**src/rtl/boot_loader.sv**
```systemverilog
// Streams IMEM_LENGTH instruction words then DMEM_LENGTH data words into the SRAMs,
// then releases the core and hands the SRAM ports back to the wrappers.
module boot_loader #(
   parameter int unsigned IMEM_LENGTH = 79,
   parameter int unsigned DMEM_LENGTH = 12
) (
   input  logic        CLK,
   input  logic        RSTn,
   input  logic        src_valid,
   input  logic [31:0] src_data,
   output logic        src_ready,
   input  logic        restart,
   input  logic        i_csb,
   input  logic        i_web,
   input  logic [9:0]  i_addr,
   input  logic [31:0] i_din,
   input  logic        d_csb,
   input  logic        d_web,
   input  logic [9:0]  d_addr,
   input  logic [31:0] d_din,
   output logic        instr_csb0,
   output logic        instr_web0,
   output logic [9:0]  instr_addr0,
   output logic [31:0] instr_din0,
   output logic        data_csb0,
   output logic        data_web0,
   output logic [9:0]  data_addr0,
   output logic [31:0] data_din0,
   output logic        core_RSTn,
   output logic        done,
   output logic [31:0] chksum
);

   localparam logic [9:0] ImemLast = 10'(IMEM_LENGTH - 1);
   localparam logic [9:0] DmemLast = 10'(DMEM_LENGTH - 1);

   typedef enum logic [1:0] {StLoadI, StLoadD, StDone} state_e;

   state_e      state_q, state_d;
   logic [9:0]  cnt_q, cnt_d;
   logic [31:0] chksum_q, chksum_d;
   logic        ready_q;
   logic        done_q;
   logic        accept;

   assign src_ready = ready_q;
   assign core_RSTn = done_q;
   assign done      = done_q;
   assign chksum    = chksum_q;
   assign accept    = src_valid & ready_q;

   always_comb begin
      state_d     = state_q;
      cnt_d       = cnt_q;
      chksum_d    = chksum_q;
      instr_csb0  = 1'b1;
      instr_web0  = 1'b1;
      instr_addr0 = cnt_q;
      instr_din0  = src_data;
      data_csb0   = 1'b1;
      data_web0   = 1'b1;
      data_addr0  = cnt_q;
      data_din0   = src_data;
      case (state_q)
         StLoadI: begin
            if (accept) begin
               instr_csb0 = 1'b0;
               instr_web0 = 1'b0;
               chksum_d   = chksum_q + src_data;
               if (cnt_q == ImemLast) begin
                  cnt_d   = '0;
                  state_d = StLoadD;
               end else begin
                  cnt_d = cnt_q + 10'd1;
               end
            end
         end
         StLoadD: begin
            if (accept) begin
               data_csb0 = 1'b0;
               data_web0 = 1'b0;
               chksum_d  = chksum_q + src_data;
               if (cnt_q == DmemLast) begin
                  state_d = StDone;
               end else begin
                  cnt_d = cnt_q + 10'd1;
               end
            end
         end
         StDone: begin
            instr_csb0  = i_csb;
            instr_web0  = i_web;
            instr_addr0 = i_addr;
            instr_din0  = i_din;
            data_csb0   = d_csb;
            data_web0   = d_web;
            data_addr0  = d_addr;
            data_din0   = d_din;
            if (restart) begin
               state_d  = StLoadI;
               cnt_d    = '0;
               chksum_d = '0;
            end
         end
         default: state_d = StLoadI;
      endcase
   end

   // ready and done are registered copies of the next state, so neither depends on the stream.
   always_ff @(posedge CLK or negedge RSTn) begin
      if (!RSTn) begin
         state_q  <= StLoadI;
         cnt_q    <= '0;
         chksum_q <= '0;
         ready_q  <= 1'b0;
         done_q   <= 1'b0;
      end else begin
         state_q  <= state_d;
         cnt_q    <= cnt_d;
         chksum_q <= chksum_d;
         ready_q  <= (state_d != StDone);
         done_q   <= (state_d == StDone);
      end
   end

endmodule

```
**config.mk**
```make
export PLATFORM = sky130hd
export DESIGN_NAME = boot_loader
export DESIGN_NICKNAME = d
export VERILOG_FILES = /design/src/rtl/boot_loader.sv
export SDC_FILE = /design/constraint.sdc
export NUM_CORES = 1
export LEC_CHECK = 0
export ABC_AREA = 1
export ABC_CLOCK_PERIOD_IN_PS = 5900
export BUFFER_PORTS_ARGS = -buffer_cell sky130_fd_sc_hd__buf_2
export CORE_MARGIN = 5
export CORE_UTILIZATION = 40
export DETAILED_ROUTE_END_ITERATION = 16
export PLACE_DENSITY = 0.7
export REMOVE_ABC_BUFFERS = 1
export SLEW_MARGIN = 20
export SYNTH_ARGS = -nofsm -noshare
export SYNTH_HDL_FRONTEND = slang
export SYNTH_SLANG_ARGS = --single-unit
```
**constraint.sdc**
```tcl
create_clock -name CLK -period 5.9 [get_ports CLK]
set_clock_uncertainty 0.1 [all_clocks]
set_input_delay 0.295 -clock CLK [delete_from_list [all_inputs] [get_ports CLK]]
set_output_delay 0.295 -clock CLK [all_outputs]
set_load 0.03 [all_outputs]
```
# After elaboration in Yosys (flattened, before gate mapping)
# Cells that the tools add are included.
[totals]
ff_bits = 46
latch_bits = 0
ram_bits = 0
mem_bits_ro = 0
out_inout_bits = 123
wordCells = 49
mem_count = 0
[classes]
add_sub_neg = 2
mul = 0
div_mod_pow = 0
n_lt_le_gt_ge = 0
eq_ne = 11
shift = 0
mux = 24
n_bitwise = 1
reduce_logical = 6
[ops]
columns = ["op", "count"]
rows = [
  ["$mux W32", 4],
  ["$mux W10", 7],
  ["$pmux W32 S2", 1],
  ["$add A32 B32 Y32", 1],
  ["$pmux W10 S3", 1],
  ["$add A10 B1 Y10 const B", 1],
  ["$eq A10 B4 Y1 const B", 1],
  ["$eq A10 B7 Y1 const B", 1],
  ["$mux W2", 5],
  ["$ne A2 B2 Y1 const B", 5],
  ["$pmux W1 S2", 4],
  ["$pmux W2 S3", 1],
  ["$reduce_and A5 Y1", 1],
  ["$eq A2 B2 Y1 const B", 2],
  ["$reduce_and A3 Y1", 1],
  ["$reduce_bool A3 Y1", 1],
  ["$eq A2 B1 Y1 const B", 1],
  ["$logic_not A2 Y1", 1],
  ["$ne A2 B1 Y1 const B", 1],
  ["$reduce_bool A2 Y1", 1],
  ["$reduce_or A2 Y1", 1],
  ["$and A1 B1 Y1", 1],
  ["$mux W1", 1],
]

# Depth between registers and ports, before layout
[depth]
ltp_word = 5
depth_mapped = 13
depth_no_buf = 13

# Worst setup path after synthesis
# Ideal clock, no wire load.
[synth_timing]
kind = "register to register"
startpoint = "reg chksum_q[0] (netlist: chksum[0])"
endpoint = "reg chksum_q[28] (netlist: chksum[28])"
setup_time_ns = 0.117
arrival_ns = 1.935
t_required_ns = 5.683
setup_slack_ns = 3.748
path_stages_with_launch = 14
path_buffers = 0
period_less_slack_ns = 2.152
cell_sequence = "dfrtp_1 > ha_1 > inv_1 > fa_1 > inv_1 > nand3_1 > nand3_1 > nand3_1 > nand3_1 > nand2_1 > nand2_1 > nand2_1 > nand3_1 > nand2_1"
[synth_between]
elab_chain_len = 3
[synth_lines]
columns = ["element", "line_no", "text"]
rows = [
  ["start: declaration", "41", "logic [31:0] chksum_q, chksum_d;"],
  ["start signal: assignment", "120", "chksum_q <= chksum_d;"],
  ["$add A32 B32 Y32", "69, 82", ""],
  ["$mux W32", "66, 79", ""],
  ["$pmux W32 S2", "64", "case (state_q)"],
]
# Every way passes these cells. The select of a mux whose other input is x is not followed.
# A chain may end at the register's enable or synchronous reset.

# Worst setup path in the final report
[layout_timing]
startpoint = "reg state_q[0]"
endpoint = "reg chksum_q[7] (netlist: chksum[7])"
[layout_between]
elab_chain_len = 4
word_cells_on_any_way = 9
classes_between = "eq/ne: 4; mux: 1; reduce/logical: 4"
[layout_lines]
columns = ["element", "line_no", "text"]
rows = [
  ["start: declaration", "39", "state_e state_q, state_d;"],
  ["start signal: assignment", "112", "state_q <= StLoadI;"],
  ["start signal: assignment", "118", "state_q <= state_d;"],
  ["$eq A2 B1 Y1 or $logic_not A2 Y1 (tied branches)", "64", ""],
  ["$reduce_or A2 Y1 (no source line)", "-", ""],
  ["$ne A2 B1 Y1 (no source line) or $reduce_bool A2 Y1 (tied branches)", "-", ""],
  ["$reduce_and A3 Y1 (no source line)", "-", ""],
]
# Parallel ways exist; a longest one is shown, timed or not.

==> impl_metrics.ini <==
[power]
p_clk_frac = 0.102
internal_power_mw = 1.29
sequentialPowerShare = 0.193
net-switching-power_mw = 1.72
leakage_nw = 4.41
combinational_power_share = 0.705
worst_voltage_drop_across_the_vdd_grid_v = 0.000176
swShare = 0.570
total_power_mw = 3.01
power_density_mw_per_mm2 = 433

[placed_design]
place_area_sq_mm = 0.00680
place_worst_setup_slack_ps = 3070
detailedPlacementHpwl_um = 13800
gpl.final_weighted_congestion = 0.899
post-place-cells = 1398
port_buffers = 246

[critical_path]
crit_type = reg2reg
setup.reg_to_reg.worst_slack_ps = 3120
critPathBufInv = 4
worst_reg2reg_path_depth = 11
critical_path.top_delay_family = simple AND/OR/NAND/NOR gates
worst_setup_path_start_kind = flip-flop
cell_with_the_largest_stage_delay_on_the_worst_path = sky130_fd_sc_hd__nor2_8
cpMostUsedCell = sky130_fd_sc_hd__inv_2
crit_chain = inv_1 -> ha_4 -> inv_4 -> nor2_2 -> inv_2 -> nand3_4 -> nor2_8 -> inv_2 -> a21oi_1 -> o21ai_0 -> nand2_1
critical_path_cell_count = 11
cp.arrival_ps = 2910
worstPathMaxFanout = 44
worstReg2RegStart = state_q[0]
cp-startpoint = state_q[0]
cp.required_ps = 6030
max_stage_delay_ps = 440
endpoint = chksum[7]
cp-end-kind = flip-flop
worst_r2r_endpoint = chksum[7]

[timing]
setup_violations = 0
max_slew.worst_pin.slew_ps = 861
grt_setup_unrepaired = false
postLayoutSetupSlackWorst_ps = 3120
hold_slack_ps = 1.16
max-slew-margin-rel = 0.426
final_hold_viols = 0
timing.setup.tns_ps = 0
slew_violations = 0
maxClockFrequency_mhz = 360
layout_min_cycle_time_ps = 2780
fin_crit_sh = 0.470

[finish]
syn2layout_area_growth_pct = 28.0
layout_commonest_cell = sky130_fd_sc_hd__nand2_1
fraction_of_layout_instances_using_a_drive_strength_above_1 = 0.220
fin_nets = 1391
num_antenna_cells = 0
layout_common_cells = sky130_fd_sc_hd__nand2_1 (533), sky130_fd_sc_hd__buf_2 (246), sky130_fd_sc_hd__inv_1 (138)
final_area_sq_mm = 0.00696
post-route-util = 0.523
final-instance-count-excl-fill = 1406
nFillCells = 1424

[grt]
number_of_antenna_violations_at_the_first_check_in_global_routing = 0
first_pass_grt_wire_length_um = 28200
via_count_of_the_first_global_routing_pass = 6248
track_usage = 0.206
grt_start_max_net_pins = 90
grt-ovfl-total = 0

[clock_network]
hold_buffers = 0
inserted_clock_buffers = 5
clock_h_tree_levels = 2
postCtsResizedCells = 0
worst_skew_pair.late_latency_ps = 290
clkSinkCount = 46
path_clk_slew_ps = 70
cts_setup_buffers = 0
clock-root-buffer = sky130_fd_sc_hd__clkbuf_16
cts_tree = built
clk_path_buf_depth = 2

[routing]
postRouteAntennaNets = 0
drtIter0Drc = 354
drc_errors = 0
wire_length_reported_by_the_detailed_router_um = 17000
drt_first_pass_iters = 5
routed_wire_length_per_instance_um = 12.1
drt_via_density = 4.63
detailroute.via_count = 6516

[synth]
ys_seq_area_frac = 0.212
synth_largest_type_area_fraction = 0.368
yosys-top-cells-area = sky130_fd_sc_hd__nand2_1 (37%), sky130_fd_sc_hd__dfrtp_1 (21%), sky130_fd_sc_hd__inv_1 (9.5%), sky130_fd_sc_hd__ha_1 (8.5%), sky130_fd_sc_hd__nand3_1 (4.8%)
post_synth_inst_count = 997
post_synth_instance_area_sq_mm = 0.00544
yosys.cell_types.count = 34
synthesis.area_per_instance_sq_um = 5.45
synth.ff_latch_count = 46
synth_warnings = 0
synthDominantAreaCellType = sky130_fd_sc_hd__nand2_1

[floorplanning]
area_inside_the_core_boundary_sq_mm = 0.0133
row_count = 42
floorplan.die.width_um = 127
chipHeight_um = 127
die_area_sq_mm = 0.0160
floorplan.initialDensity = 0.409
design.portCount = 247

[outcome]
run_status = finished, final reports clean

[hold_path]
min_path_type = in2async

[flow_run]
max-cap-violations = 0
-- cells by family after synthesis --
kind of cell,share of synthesized area
AO/OA/AOI/OAI,0.0785
XOR/XNOR,0.0161
adder cells (fa/ha/maj),0.0888
buffers and inverters,0.118
flip-flops,0.212
AND/OR/NAND/NOR,0.487
-- power groups by stage --
stage	clock network, mW	registers, mW	logic, mW
after floorplan	0	0.780	1.34
after global placement	0	0.589	2.11
after detailed placement	0	0.585	2.12
after CTS	0.315	0.582	2.13
after global routing	0.321	0.601	2.40
final	0.307	0.583	2.12
-- layer usage --
layer  global-route usage  vias to the layer above  wire length (um)
li1                     -                     3514                 -
met5                    0                        -                 0
met1                0.266                     2773              7550
met3               0.0374                       21              1410
met4               0.0467                        0               279
met2                0.358                      208              7740
-- state kept, by name, indices dropped and copies added (netlist names) --
name	cells
chksum	32
state_q	2
cnt_q	10
src_ready	1
core_RSTn	1
-- cell type report --
| class | instances | area (sq um) | share of cell area |
|---|---|---|---|
| clock buffers | 6 | 139 | 0.0200 |
| repair buffers | 248 | 1250 | 0.179 |
| flip-flops and latches | 46 | 1150 | 0.165 |
| well taps | 176 | 220 | 0.0316 |
| multi-input cells | 787 | 3650 | 0.525 |
| clock inverters | 2 | 16.3 | 0.00234 |
| inverters | 141 | 532 | 0.0764 |
-- synthesized netlist by cell type --
library cell / count
sky130_fd_sc_hd__inv_2: 2
sky130_fd_sc_hd__nor3_2: 1
sky130_fd_sc_hd__and2_1: 2
sky130_fd_sc_hd__a21oi_1: 26
sky130_fd_sc_hd__o21bai_1: 4
sky130_fd_sc_hd__nand3_4: 1
sky130_fd_sc_hd__xor2_1: 6
sky130_fd_sc_hd__o211ai_1: 2
sky130_fd_sc_hd__nor2_8: 1
sky130_fd_sc_hd__buf_1: 4
sky130_fd_sc_hd__inv_4: 1
sky130_fd_sc_hd__xnor2_1: 4
sky130_fd_sc_hd__a22o_1: 1
sky130_fd_sc_hd__fa_1: 1
sky130_fd_sc_hd__or2_2: 1
sky130_fd_sc_hd__nand4_1: 6
sky130_fd_sc_hd__nor3_1: 6
sky130_fd_sc_hd__a21oi_2: 6
sky130_fd_sc_hd__o21ai_1: 8
sky130_fd_sc_hd__inv_1: 138
sky130_fd_sc_hd__buf_6: 2
sky130_fd_sc_hd__nor2_1: 55
sky130_fd_sc_hd__clkbuf_1: 13
sky130_fd_sc_hd__buf_4: 2
sky130_fd_sc_hd__buf_2: 2
sky130_fd_sc_hd__nand3b_1: 5
sky130_fd_sc_hd__o31ai_1: 3
sky130_fd_sc_hd__dfrtp_1: 46
sky130_fd_sc_hd__nand3_1: 52
sky130_fd_sc_hd__ha_1: 37
sky130_fd_sc_hd__nand2_1: 533
sky130_fd_sc_hd__nor2_2: 1
sky130_fd_sc_hd__o21ai_0: 24
sky130_fd_sc_hd__a21o_1: 1
-- worst min-delay path by stage --
stage,from,to,depth (start not counted),slack (ps)
floorplan,RSTn,chksum[0],0,-100
global placement,RSTn,core_RSTn,2,350
detailed placement,RSTn,core_RSTn,2,350
CTS,RSTn,core_RSTn,2,40
global route,RSTn,src_ready,2,70
finish,RSTn,core_RSTn,2,1
(Power assumes the default switching activity.)
